File: config.mk
export PLATFORM = sky130hd
export DESIGN_NAME = graphic_update_scheduler
export DESIGN_NICKNAME = d
export VERILOG_FILES = /design/src/rtl/graphic_update_scheduler.sv
export SDC_FILE = /design/constraint.sdc
export NUM_CORES = 1
export LEC_CHECK = 0
export CORE_ASPECT_RATIO = 1.75
export CORE_MARGIN = 4
export CORE_UTILIZATION = 33
export CTS_CLUSTER_SIZE = 40
export DETAILED_ROUTE_END_ITERATION = 16
export PLACE_DENSITY = 0.61
export SLEW_MARGIN = 25
export SYNTH_ARGS = -nofsm -noshare
export SYNTH_HDL_FRONTEND = slang
export SYNTH_SLANG_ARGS = --single-unit
File: constraint.sdc
create_clock -name CLK -period 5.8 [get_ports CLK]
set_input_delay 1.74 -clock CLK [delete_from_list [all_inputs] [get_ports CLK]]
set_output_delay 1.74 -clock CLK [all_outputs]
set_load 0.02 [all_outputs]
File: src/rtl/graphic_update_scheduler.sv
// graphic_update_scheduler: vblank-gated sprite command FIFO; optional sticky OVERFLOW via GRAPHIC_SCHED_OVF_EN
module graphic_update_scheduler #(
    parameter int N_SPRITES = 16,
    parameter int DEPTH     = 8,
    parameter int V_ACTIVE  = 480,
    parameter int IW        = $clog2(N_SPRITES)
) (
    input  logic                 CLK,
    input  logic                 RST,
    input  logic                 CPU_WE,
    input  logic [IW-1:0]        CPU_INDEX,
    input  logic [31:0]          CPU_DATA,
    output logic                 CPU_FULL,
    input  logic [9:0]           SYS_Y,
    output logic [N_SPRITES-1:0] WRITE,
    output logic [31:0]          WRITE_DATA,
    output logic                 PENDING,
    output logic                 FRAME_COMMIT,
    output logic                 OVERFLOW
);
    localparam int AW = $clog2(DEPTH);
    localparam int CW = AW + 1;
    localparam logic [N_SPRITES-1:0] ONE = N_SPRITES'(1);

    typedef enum logic {IDLE, DRAIN} state_t;

    logic [IW+31:0]        mem_q [DEPTH];
    logic [AW-1:0]         wr_q, wr_d, rd_q, rd_d;
    logic [CW-1:0]         cnt_q, cnt_d, remain_q, remain_d;
    state_t                state_q, state_d;
    logic                  vblank, vblank_q, vb_edge, push, pop;
    logic [IW-1:0]         head_idx;
    logic [31:0]           head_data;
    logic [N_SPRITES-1:0]  write_q, write_d;
    logic [31:0]           wdata_q, wdata_d;
    logic                  commit_q, commit_d, pending_q, pending_d, full_q, full_d;

    // Next-state: FIFO bookkeeping, batch snapshot on the vblank edge, one pop per cycle while draining
    always_comb begin
        vblank    = SYS_Y >= 10'(V_ACTIVE);
        vb_edge   = vblank && !vblank_q;
        push      = CPU_WE && (cnt_q != CW'(DEPTH));
        pop       = state_q == DRAIN;
        {head_idx, head_data} = mem_q[rd_q];
        wr_d      = push ? wr_q + AW'(1) : wr_q;
        rd_d      = pop ? rd_q + AW'(1) : rd_q;
        cnt_d     = cnt_q + CW'(push) - CW'(pop);
        state_d   = pop ? (remain_q == CW'(1) ? IDLE : DRAIN)
                        : ((vb_edge && cnt_q != '0) ? DRAIN : IDLE);
        remain_d  = pop ? remain_q - CW'(1) : (vb_edge ? cnt_q : remain_q);
        write_d   = (pop && int'(head_idx) < N_SPRITES) ? ONE << head_idx : '0;
        wdata_d   = pop ? head_data : wdata_q;
        commit_d  = pop && remain_q == CW'(1);
        pending_d = cnt_d != '0;
        full_d    = cnt_d == CW'(DEPTH);
    end

    // Control state and registered outputs
    always_ff @(posedge CLK) begin
        if (RST) begin
            wr_q      <= '0;
            rd_q      <= '0;
            cnt_q     <= '0;
            remain_q  <= '0;
            state_q   <= IDLE;
            vblank_q  <= 1'b0;
            write_q   <= '0;
            wdata_q   <= '0;
            commit_q  <= 1'b0;
            pending_q <= 1'b0;
            full_q    <= 1'b0;
        end else begin
            wr_q      <= wr_d;
            rd_q      <= rd_d;
            cnt_q     <= cnt_d;
            remain_q  <= remain_d;
            state_q   <= state_d;
            vblank_q  <= vblank;
            write_q   <= write_d;
            wdata_q   <= wdata_d;
            commit_q  <= commit_d;
            pending_q <= pending_d;
            full_q    <= full_d;
        end
    end

    // FIFO storage; contents need no reset because the pointers do
    always_ff @(posedge CLK) begin
        if (push) mem_q[wr_q] <= {CPU_INDEX, CPU_DATA};
    end

`ifdef GRAPHIC_SCHED_OVF_EN
    logic ovf_q;
    // Sticky flag for writes dropped against a full FIFO
    always_ff @(posedge CLK) begin
        if (RST) ovf_q <= 1'b0;
        else if (CPU_WE && cnt_q == CW'(DEPTH)) ovf_q <= 1'b1;
    end
    assign OVERFLOW = ovf_q;
`else
    assign OVERFLOW = 1'b0;
`endif

    assign WRITE        = write_q;
    assign WRITE_DATA   = wdata_q;
    assign FRAME_COMMIT = commit_q;
    assign PENDING      = pending_q;
    assign CPU_FULL     = full_q;
endmodule

Word level (Yosys, flattened, before mapping)
Memory sizes are Yosys's and may differ from the RTL's. A register that Yosys moved wholly into a read port is not among the register bits. Cells that the tools add are included.

Bits in registers: 67. Latch bits: 0. RAM bits: 288. ROM bits: 0. Input port bits: 49. Output and inout port bits: 52. Logic and storage cells: 41. Memories: 1.

Add/sub/neg operators: 5. $mul: 0. Divide/modulo/power cells: 0. Magnitude comparators: 1. Eq/ne operators: 3. Shifts and indexed selects: 1. Multiplexer cells: 9. Bitwise operators: 1. Reduce and logical (&&, ||, !) cells: 9.

Memories: mem_q (words 8, width 36, rd ports 1, clocked after memory_dff 1, write ports 1, RTL line 27) `logic [IW+31:0] mem_q [DEPTH];`.

Operators with widths (number): $shl 1x4->16 const A (1); $ge 10x9->1 const B (1); $mux 4 (2); $reduce_bool 4->1 (2); $add 3x1->3 const B (2); $mux 3 (2); $mux 1 (5); $add 4x1->4 (1); $eq 4x1->1 const B (1); $eq 4x4->1 const B (1); $logic_and 1x1->1 (4); $ne 4x4->1 const B (1); $sub 4x1->4 (1); $sub 4x1->4 const B (1); $reduce_bool 2->1 (1); $reduce_or 2->1 (1); $logic_not 1->1 (1); $not 1->1 (1).

Longest topological paths before layout
Depth after elaboration: 5. Gate-level depth with buffers: 12. Mapped depth without buffers: 12.

Worst setup path before layout
No wires, ideal clock.

Path kind: in2reg. Start: in CPU_WE. End: mem mem_q[0][0] (netlist bit) (enable). Library setup time: 0.474 ns. Data arrival time: 4.641 ns. Data required time: 5.326 ns. Setup slack: 0.685 ns. Stages on the path: 3. Buffers on the path: 0. Path through: o31ai_1 or2_2 nor3_1.

Longest elaborated chain between the ends: 3.

RTL lines: start: declaration (RTL line 10) `input logic CPU_WE,`; $logic_and 1x1->1 (RTL line 42) `push = CPU_WE && (cnt_q != CW'(DEPTH));`; $mux 1 (RTL line 89) `if (push) mem_q[wr_q] <= {CPU_INDEX, CPU_DATA};`; $mux 1 (implied by the code) (RTL line 89); end: declaration (RTL line 27).

No other way between the ends.

Worst setup path after layout
Start: in CPU_WE. End: mem mem_q[3][15] (netlist bit) (enable).

Same word-level chain as after synthesis.

==> reports/results.ini <==
[pwr]
net-switching-power_mw = 1.68
combinationalPowerShare_pct = 17.2
power.internal_mw = 4.80
max-vdd-ir-drop_mv = 0.156
clock_power_share_pct = 34.0
p_seq_share_pct = 48.9
sw_frac_of_total_pct = 25.9
power_density_nw_per_um2 = 404
leakagePower_nw = 4.99

[setup_path]
critical-path-slowest-cell = sky130_fd_sc_hd__nor2_4
path_cells = clkdlybuf4s50_1, nand3_1, nor2_4, buf_4
cp_max_fo = 25
timing.critical_path.to_type = flop
critical_path_class = in2reg
cp_data_arrival_time_ns = 3.85
regToRegEndpoint = mem_q[3][15]$_DFFE_PP_
timing.reg2reg.setup_slack_ns = 3.23
timing.critical_path.slowest_cell_delay_ns = 0.85
reg2regPathDepth = 6
cp.required_ns = 6.02
timing.rr.start = cnt_q[2]$_SDFF_PP0_
start_kind = input port

[cells_and_area]
finalNetCount = 862
final_core_utilization_pct = 40.0
antennaDiodeCount = 0
layout_cells_sized_above_1_pct = 19.7
final_cell_area_um2 = 16000
area_delta_synth_final_pct = 19.6

[global_routing]
grt-ovfl-total = 0
grt_util_all_layers_pct = 12.2
global_route_wire_length_before_repair_um = 40900
grt_max_degree = 80
number_of_global_route_vias_before_repair = 6872
grt_antenna_before_repair = 1

[yosys]
synth_top_flop_cell = sky130_fd_sc_hd__edfxtp_1
mapped_cells = 695
yosysTopAreaCellShare_pct = 64.6
synth.cell_area_um2 = 13400
yosys_warnings = 0
yosysMostFrequentCell = sky130_fd_sc_hd__edfxtp_1
synth.largest_area_cell = sky130_fd_sc_hd__edfxtp_1
postSynthAreaPerCell_um2 = 19.3
synth-edff-count = 288
mappedNetlistNets = 755
ys_async_sr_fraction_pct = 0
synth.ff_latch_count = 358
post_synth_main_area_contributors = sky130_fd_sc_hd__edfxtp_1 (65%), sky130_fd_sc_hd__mux4_2 (12%), sky130_fd_sc_hd__dfxtp_1 (10%)
ys_types = 43
synthTopCellsByCount = sky130_fd_sc_hd__edfxtp_1 (288), sky130_fd_sc_hd__dfxtp_1 (70), sky130_fd_sc_hd__mux4_2 (70)
ys_seq_area_share_pct = 75.1

[routing]
detail_route.iter0.violations = 329
wl_um = 26600
drtAntennaViolNets = 0
via_per_inst = 4.86
drt_pass1_iterations = 4
wire_per_inst_um = 20.1
drc = 0
dr_total_vias = 6433

[cts]
h-tree-depth = 2
postCtsHoldBufs = 0
clockBufferDepth = 3
ctsResizeCount = 0
clkLatencyLatePin_ns = 0.52
clock-sinks = 358
postCtsSetupRepairBufs = 0
ctsRootBufferMaster = sky130_fd_sc_hd__clkbuf_16
clk_pin_slew_worst_paths_ns = 0.06
cts_tree = yes
cts-buffers-inserted = 34

[sta]
total_count_of_hold_check_failures_in_the_final_report = 0
maximum_clock_frequency_ghz = 0.275
layout_setup_ws_ns = 2.17
rsz0062_at_grt = no
setup-violations-final = 0
min_period_ns = 3.63
timing.max_slew.rel_slack_pct = 36.4
finClkSkew_ns = 0.0163
totalNegativeSetupSlack_ns = 0
tightest_slew_ns = 0.952
maxSlewViolCount = 0
final.period_utilization_pct = 62.6

[placed_design]
placement.cell_area_um2 = 14900
pre_cts_ws_ns = 1.56
dp_hpwl_um = 16100
port_buffers = 94
gp_routability_congestion = 0.725

[floorplanning]
num_rows = 97
initial_core_util_pct = 33.4
floorplan.die_area_um2 = 44000
core_area_um2 = 40100
die_w_um = 160
boundaryPins = 101
chipHeight_um = 274

[worst_hold_path]
worst_hold_path.num_cells = 2
timing.hold.worst_endpoint = WRITE_DATA[24]$_SDFFE_PP0P_
worst_hold_startpoint = WRITE_DATA[24]$_SDFFE_PP0P_
worstHoldPathType = reg2reg

[status]
result_of_the_run = complete, no violations

[flow_run]
drv_cap = 0

==> state kept, by name, summed over array words and instances (netlist names), named ones only <==
signal / flops
mem_q: 288
WRITE_DATA: 32
WRITE: 16
cnt_q: 4
remain_q: 4
rd_q: 3
wr_q: 3
CPU_FULL: 1
FRAME_COMMIT: 1
PENDING: 1
pop: 1
vblank_q: 1
==> worst max-delay path, delay by kind of cell <==
family                 cells  cell delay, ns
AND/OR/NAND/NOR            2            1.18
buffers and inverters      2            0.91
==> metal layers <==
layer,up-vias,GRT usage [%],part of all wire [%]
met2,124,23.9,57
met5,-,0,0.045
met3,38,2.20,3.8
li1,2975,-,-
met1,3294,13.1,37
met4,2,3.67,2.0
==> cell families after synthesis <==
family          synth area share (%)
flops                           75.1
mux                             15.0
simple gates                    3.01
compound gates                  3.37
buf+inv                         1.93
fa+ha+maj                       1.08
xor+xnor                       0.458
other cells                   0.0280
==> cell usage in the layout, fill, tap and decap left out, types with 5 or more instances in the layout <==
cell type,instances
sky130_fd_sc_hd__nor2_4,6
sky130_fd_sc_hd__clkdlybuf4s50_1,93
sky130_fd_sc_hd__inv_1,12
sky130_fd_sc_hd__nor2_1,62
sky130_fd_sc_hd__a21oi_1,8
sky130_fd_sc_hd__ha_1,10
sky130_fd_sc_hd__o21a_1,5
sky130_fd_sc_hd__mux2_2,6
sky130_fd_sc_hd__clkbuf_16,34
sky130_fd_sc_hd__a211oi_1,32
sky130_fd_sc_hd__clkinv_2,10
sky130_fd_sc_hd__mux2i_1,37
sky130_fd_sc_hd__dfxtp_1,66
sky130_fd_sc_hd__mux4_2,70
sky130_fd_sc_hd__edfxtp_1,288
sky130_fd_sc_hd__nand2_1,8
sky130_fd_sc_hd__buf_4,14
==> worst max-delay path by stage <==
stage                              to  slack (ns)  depth (start not counted)  startpoint
3_3_place_gp   mem_q[7][15]$_DFFE_PP_        1.58                          4      CPU_WE
2_1_floorplan   mem_q[0][0]$_DFFE_PP_        0.68                          3      CPU_WE
4_1_cts         mem_q[3][7]$_DFFE_PP_        2.11                          4      CPU_WE
3_5_place_dp   mem_q[3][12]$_DFFE_PP_        1.56                          4      CPU_WE
5_1_grt        mem_q[3][10]$_DFFE_PP_        2.03                          4      CPU_WE
6_report       mem_q[3][15]$_DFFE_PP_        2.17                          4      CPU_WE
==> stage by stage <==
stage / hold slack, ns / total power [mW] / cells
6_report: 0.487 / 6.48 / 1323
5_1_grt: 0.513 / 6.79 / 1323
4_1_cts: 0.488 / 6.59 / 1323
3_5_place_dp: 0.479 / 4.37 / 1261
3_3_place_gp: 0.471 / 4.35 / 1261
2_1_floorplan: 0.462 / 3.98 / 695
==> final cells by class <==
class | instances | area, um2
fillers | 3599 | 24000
flip-flops and latches | 358 | 10100
multi-input cells | 288 | 3130
repair buffers | 108 | 1040
clock buffers | 39 | 890
well taps | 495 | 619
clock inverters | 23 | 221
inverters | 12 | 45.0
==> power by group through the flow <==
| stage | clock (mW) | sequential (mW) | combinational (mW) |
|---|---|---|---|
| finish | 2.20 | 3.17 | 1.11 |
| global route | 2.36 | 3.20 | 1.23 |
| CTS | 2.27 | 3.17 | 1.15 |
| detailed placement | 0 | 3.23 | 1.14 |
| global placement | 0 | 3.22 | 1.13 |
| floorplan | 0 | 3.20 | 0.780 |
Note: power is estimated with default switching activity, not from simulation.
